`config.mk`:
```
export PLATFORM = sky130hd
export DESIGN_NAME = wb_rr_arbiter
export DESIGN_NICKNAME = d
export VERILOG_FILES = /design/src/rtl/wb_rr_arbiter.sv
export SDC_FILE = /design/constraint.sdc
export NUM_CORES = 1
export LEC_CHECK = 0
export CAP_MARGIN = 25
export CORE_AREA = 2 2 122 124
export DETAILED_ROUTE_END_ITERATION = 6
export DIE_AREA = 0 0 124 126
export GPL_TIMING_DRIVEN = 0
export PLACE_DENSITY_LB_ADDON = 0.08
export SYNTH_ARGS = -nofsm -noshare
export SYNTH_HDL_FRONTEND = slang
export SYNTH_SLANG_ARGS = --single-unit
```
`constraint.sdc`:
```
create_clock -name clk -period 1.7 [get_ports clk]
set_clock_uncertainty 0.2 [all_clocks]
set_input_delay 0.34 -clock clk [delete_from_list [all_inputs] [get_ports clk]]
set_output_delay 0.34 -clock clk [all_outputs]
set_load 0.01 [all_outputs]
```
`src/rtl/wb_rr_arbiter.sv`:
```
// wb_rr_arbiter: two-master round-robin arbiter in front of a single shared
// Wishbone slave. A grant is held until the owning master drops cyc. A
// watchdog raises err to the granted master when the slave stalls too long.
module wb_rr_arbiter #(
   parameter int TIMEOUT = 255,  // stall limit in clk cycles, 0 = no watchdog
   parameter int ADR_W   = 32
) (
   input  logic             clk,
   input  logic             rst,
   // master 0
   input  logic [ADR_W-1:0] m0_adr_i,
   input  logic [31:0]      m0_dat_i,
   output logic [31:0]      m0_dat_o,
   input  logic [3:0]       m0_sel_i,
   input  logic             m0_we_i,
   input  logic             m0_cyc_i,
   input  logic             m0_stb_i,
   output logic             m0_ack_o,
   output logic             m0_err_o,
   // master 1
   input  logic [ADR_W-1:0] m1_adr_i,
   input  logic [31:0]      m1_dat_i,
   output logic [31:0]      m1_dat_o,
   input  logic [3:0]       m1_sel_i,
   input  logic             m1_we_i,
   input  logic             m1_cyc_i,
   input  logic             m1_stb_i,
   output logic             m1_ack_o,
   output logic             m1_err_o,
   // shared slave
   output logic [ADR_W-1:0] s_adr_o,
   output logic [31:0]      s_dat_o,
   output logic [3:0]       s_sel_o,
   output logic             s_we_o,
   output logic             s_cyc_o,
   output logic             s_stb_o,
   input  logic [31:0]      s_dat_i,
   input  logic             s_ack_i,
   // one-hot grant, 00 when idle
   output logic [1:0]       gnt_o
);

   // Counter is at least 8 bits, wider only when TIMEOUT needs it.
   localparam int CNT_W = (TIMEOUT > 255) ? $clog2(TIMEOUT + 1) : 8;

   typedef enum logic [1:0] {
      IDLE = 2'd0,
      GNT0 = 2'd1,
      GNT1 = 2'd2
   } state_t;

   state_t           state, state_nxt;
   logic             last, last_nxt;      // last master served (1 = m1)
   logic [CNT_W-1:0] wd_cnt, wd_cnt_nxt;

   logic             mst_cyc, mst_stb;
   logic             timeout;
   logic             ack_ok;

   // State, last-served pointer and watchdog registers.
   always_ff @(posedge clk or negedge rst) begin
      if (!rst) begin
         state  <= IDLE;
         last   <= 1'b1;                   // master 0 wins the first tie
         wd_cnt <= '0;
      end else begin
         state  <= state_nxt;
         last   <= last_nxt;
         wd_cnt <= wd_cnt_nxt;
      end
   end

   // Next-state: pick a master from IDLE, hold the grant until its cyc drops.
   always_comb begin
      state_nxt = state;
      last_nxt  = last;
      case (state)
         IDLE: begin
            if (m0_cyc_i && m1_cyc_i) state_nxt = last ? GNT0 : GNT1;
            else if (m0_cyc_i)        state_nxt = GNT0;
            else if (m1_cyc_i)        state_nxt = GNT1;
         end
         GNT0: begin
            if (!m0_cyc_i) begin
               last_nxt  = 1'b0;
               state_nxt = m1_cyc_i ? GNT1 : IDLE;
            end
         end
         GNT1: begin
            if (!m1_cyc_i) begin
               last_nxt  = 1'b1;
               state_nxt = m0_cyc_i ? GNT0 : IDLE;
            end
         end
         default: state_nxt = IDLE;
      endcase
   end

   // Slave-side request mux, watchdog kill and response steering.
   always_comb begin
      gnt_o   = {state == GNT1, state == GNT0};
      s_adr_o = '0;
      s_dat_o = '0;
      s_sel_o = '0;
      s_we_o  = 1'b0;
      mst_cyc = 1'b0;
      mst_stb = 1'b0;
      if (state == GNT0) begin
         s_adr_o = m0_adr_i;
         s_dat_o = m0_dat_i;
         s_sel_o = m0_sel_i;
         s_we_o  = m0_we_i;
         mst_cyc = m0_cyc_i;
         mst_stb = m0_stb_i;
      end else if (state == GNT1) begin
         s_adr_o = m1_adr_i;
         s_dat_o = m1_dat_i;
         s_sel_o = m1_sel_i;
         s_we_o  = m1_we_i;
         mst_cyc = m1_cyc_i;
         mst_stb = m1_stb_i;
      end
      // A coincident ack beats the timeout.
      timeout  = (TIMEOUT != 0) && (state != IDLE) &&
                 (wd_cnt == CNT_W'(TIMEOUT)) && !s_ack_i;
      s_cyc_o  = mst_cyc;
      s_stb_o  = mst_stb && !timeout;
      // Acks outside an active strobe are dropped.
      ack_ok   = s_ack_i && s_stb_o;
      m0_ack_o = ack_ok && gnt_o[0];
      m1_ack_o = ack_ok && gnt_o[1];
      m0_err_o = timeout && gnt_o[0];
      m1_err_o = timeout && gnt_o[1];
      m0_dat_o = s_dat_i;
      m1_dat_o = s_dat_i;
   end

   // Watchdog: count stalled strobe cycles, restart on ack, timeout or regrant.
   always_comb begin
      wd_cnt_nxt = wd_cnt;
      if (state == IDLE || state_nxt != state || s_ack_i || timeout)
         wd_cnt_nxt = '0;
      else if (s_stb_o)
         wd_cnt_nxt = wd_cnt + 1'b1;
   end

endmodule

```
# Word level (Yosys, flattened, before mapping)
# Index checks and enable logic that the tools add are counted.
# word_totals
reg_bits,11
inputBits,177
out_inout_bits,141
wordCells,55
# op_classes
add_sub_neg,1
eq_ne,6
n_mux,26
n_reduce_logical,19
# op_table
cell,n
$mux 32,4
$mux 8,2
$mux 2,7
$logic_and 1x1->1,9
$mux 1,9
$add 8x1->8 const B,1
$eq 8x8->1 const B,1
$mux 4,2
$pmux 2 s3,1
$reduce_bool 2->1,3
$ne 2x2->1 const B,2
$logic_or 1x1->1,3
$reduce_and 3->1,1
$eq 2x1->1 const B,1
$eq 2x2->1 const B,1
$logic_not 1->1,2
$logic_not 2->1,1
$ne 2x2->1,1
$pmux 1 s2,1

# Depth between registers and ports, before layout
# depth
ltp_word,9
mapped_depth,6

# Worst setup path before layout
# No wires, ideal clock.
# synth_timing
path_type,reg-to-output
startpoint,reg state[1]
endpoint,out s_adr_o[22]
arrival_ns,1.380
required_time_ns,1.160
slack_ns,-0.220
stages_incl_launch_ff,6
cell_sequence,dfrtp_1 -> buf_6 -> and2b_1 -> buf_2 -> clkbuf_1 -> a22o_1
# synth_via
elab_cells_between_ends,4
# synth_rtl
element,line_no,source
start: declaration,52,"state_t state, state_nxt;"
start signal: assignment,67,state <= state_nxt;
$eq 2x1->1,-,
net gnt_o[0],40,output logic [1:0] gnt_o
$mux 32,108,if (state == GNT0) begin
end: declaration,31,"output logic [ADR_W-1:0] s_adr_o,"
# The timed path passes the listed nets, and every way through them passes these cells.

# Worst setup path after layout
# layout_timing
startpoint,reg state[0]
endpoint,out s_adr_o[4]
# layout_via
elab_chain_len,3
elab_cells_between_ends,4
# layout_lines
element,line_no,source
$eq 2x2->1,115,end else if (state == GNT1) begin
$mux 32,115,
$mux 32 (*),108,
# Every way passes the cells marked *; elsewhere a longest branch is shown, timed or not.

==> impl_metrics.yaml <==
setup_path:
  cpLargestDelayFamily: "buffers and inverters"
  worstPathCellList: "buf_6 > and2b_2 > clkbuf_16 > clkbuf_16 > a22o_4 > buf_6"
  crit_required_ps: 1160
  crit_start: "state[0]"
  rr_worst_depth: 9
  rr_startpoint: "state[0]"
  arrival_ps: 1710
  r2r_end: "wd_cnt[6]"
  crit_path_end_kind: "output pin"
  critPathMaxStageDelay_ps: 390
  start_kind: "flip-flop"
  crit_buf_inv: 4
  critical_path.slowest_cell: "dfrtp_1"
  crit_type: "reg -> out"
  crit_fanout: 10
  r2r_slack_ps: -380
clock_network:
  htree_levels: 1
  clockRootBuffer: "clkbuf_16"
  clock_sinks: 11
  clockBufferDepth: 2
  cts_tree: "done"
  cts_hold_buf: 0
  worstSkewPairLatency_ps: 240
  clkTransAtPathRegs_ps: 50
  cts_made_buffers: 3
cells_and_area:
  final_common_cell: "clkdlybuf4s50_1"
  area_delta_synth_final_pct: 195
  drive_above_1_share_pct: 41.1
  diodes: 0
  most-common-layout-cells: "clkdlybuf4s50_1, buf_4, a22o_1"
  layout.nets: 717
  stdcell_count: 722
placement:
  io_buffers: 285
  gp_congestion: 0.741
  dp.cells: 689
  dp_hpwl_um: 11100
pwr:
  vdd_drop_max_v: 0.000437
  power.density_mw_per_mm2: 576
  power_mw: 3.14
  p_leak_nw: 2.49
route:
  wl_um: 13300
  via_per_inst: 4.01
  first_pass_iters: 4
  drc: 0
  ant_nets: 0
  via_count: 2893
  drtIter0Drc: 38
  wl_per_cell_um: 18.5
global_route:
  overflow: 0
  grt_pass1_wl_um: 17800
  antenna_found_initial: 1
  grt_pass1_vias: 2902
  grt_usage_pct: 15.2
  grt_max_degree: 12
hold_path:
  hp-class: "in -> async"
synth:
  syn_avg_cell_area_um2: 8.41
  syn_area_mm2: 0.00185
  ys_warn_count: 0
  synth_area_leaders: "a22o_1, buf_4, dfrtp_1"
  synth_top_area_share_pct: 33.2
  synth_area_leader_cell: "a22o_1"
  ys_seq_area_share_pct: 15.0
  ys.flop_type: "dfrtp_1"
  synth_edf_count: 0
  synth_cell_type_count: 35
  synthesis.nets: 398
  async_reset_ff_share_pct: 100
  syn_inst: 220
  synth-seq-cells: 11
die:
  die_h_um: 126
  rows: 44
  core_mm2: 0.0143
  io_pins: 318
  initial_utilization_pct: 12.9
  fp.dieArea_mm2: 0.0156
  die_w_um: 124
sta:
  rsz0062_at_grt: "yes"
  fin_crit_ps: 2250
  final.setup.tns_ps: -38570
  tightest_slew_ps: 541
  layout_setup_ws_ps: -549
  setup_viol: 85
  slew_headroom_pct: 63.8
  period_share_pct: 132
  slew_violations: 0
  hold_viol: 0
  fmax_mhz: 445
outcome:
  violations: "negative setup slack"
  status: "finished, violations left"
run:
  drv_cap: 0
[flip-flops by register name, summed over array words and instances, names as in the netlist]
name    count
wd_cnt      8
state       2
last        1
[worst max-delay path by stage]
| stage | to | depth (start not counted) |
|---|---|---|
| final | s_adr_o[4] | 6 |
| after global routing | s_adr_o[4] | 6 |
| after CTS | s_sel_o[2] | 6 |
| after detailed placement | m1_ack_o | 4 |
| after global placement | s_adr_o[8] | 6 |
| after floorplan | s_adr_o[22] | 5 |
[kinds of logic after synthesis]
logic type | count (synthesis) | synth area share, %
flops | 11 | 15.0
xor+xnor | 1 | 0.474
buf+inv | 89 | 32.4
simple gates | 27 | 10.1
compound gates | 90 | 40.8
mux | 1 | 0.541
fa+ha+maj | 1 | 0.676
[power breakdown]
part	internal (mW)	leakage [nW]	switching, mW	total, mW
sequential	0.284	0.146	0.0132	0.298
combinational	1.46	2.31	0.936	2.40
clock	0.316	0.0382	0.126	0.442
[cells in the mapped netlist, types with 2 or more instances]
master,n
buf_6,2
a21oi_1,6
buf_4,66
inv_1,5
nor2_1,6
o21ai_0,5
a22o_1,70
or4_1,3
or3_1,2
nor4b_1,2
o31ai_1,3
buf_2,2
clkbuf_1,14
nand3_1,3
dfrtp_1,10
nand2_1,2
[area by class of cell]
cell class	instances	area, um2
fillers	1481	8860
repair buffers	317	3000
multi-input cells	120	1120
plain buffers	81	717
flip-flops and latches	11	278
well taps	184	230
clock buffers	4	78.8
inverters	5	22.5
[what timing repair did]
item | in CTS | in global routing
setup endpoints to repair | 85 | 85
gates cloned | 2 | 3
gates resized for setup | 373 | 43
endpoints found under the hold margin | 0 | 0
setup buffers | 19 | 10
pin swaps | 13 | 16
[metal layers]
metal | wire length, um | global-route usage (%) | vias to the layer above
met2 | 6700 | 27.4 | 149
met5 | 13 | 0 | -
met4 | 57 | 1.39 | 2
li1 | - | - | 1409
met3 | 1520 | 5.66 | 7
met1 | 5040 | 17.5 | 1326
[worst reg2reg max path, delay by kind of cell, from the launching register on]
| kind | cells | cell delay [ps] |
|---|---|---|
| buffers and inverters | 5 | 640 |
| flip-flops | 1 | 390 |
| AO/OA/AOI/OAI | 3 | 480 |
| AND/OR/NAND/NOR | 1 | 220 |
[per-stage QoR]
step	area, um2	setup WS [ps]	util (%)	hold slack (ps)
CTS	5270	-540	36.8	275
detailed placement	5040	-852	35.2	314
floorplan	1960	-31.6	-	-156
global route	5450	-582	38.1	293
finish	5450	-549	38.1	254
global placement	5040	-819	35.2	314
No activity file was read; power rests on OpenSTA's default activity.
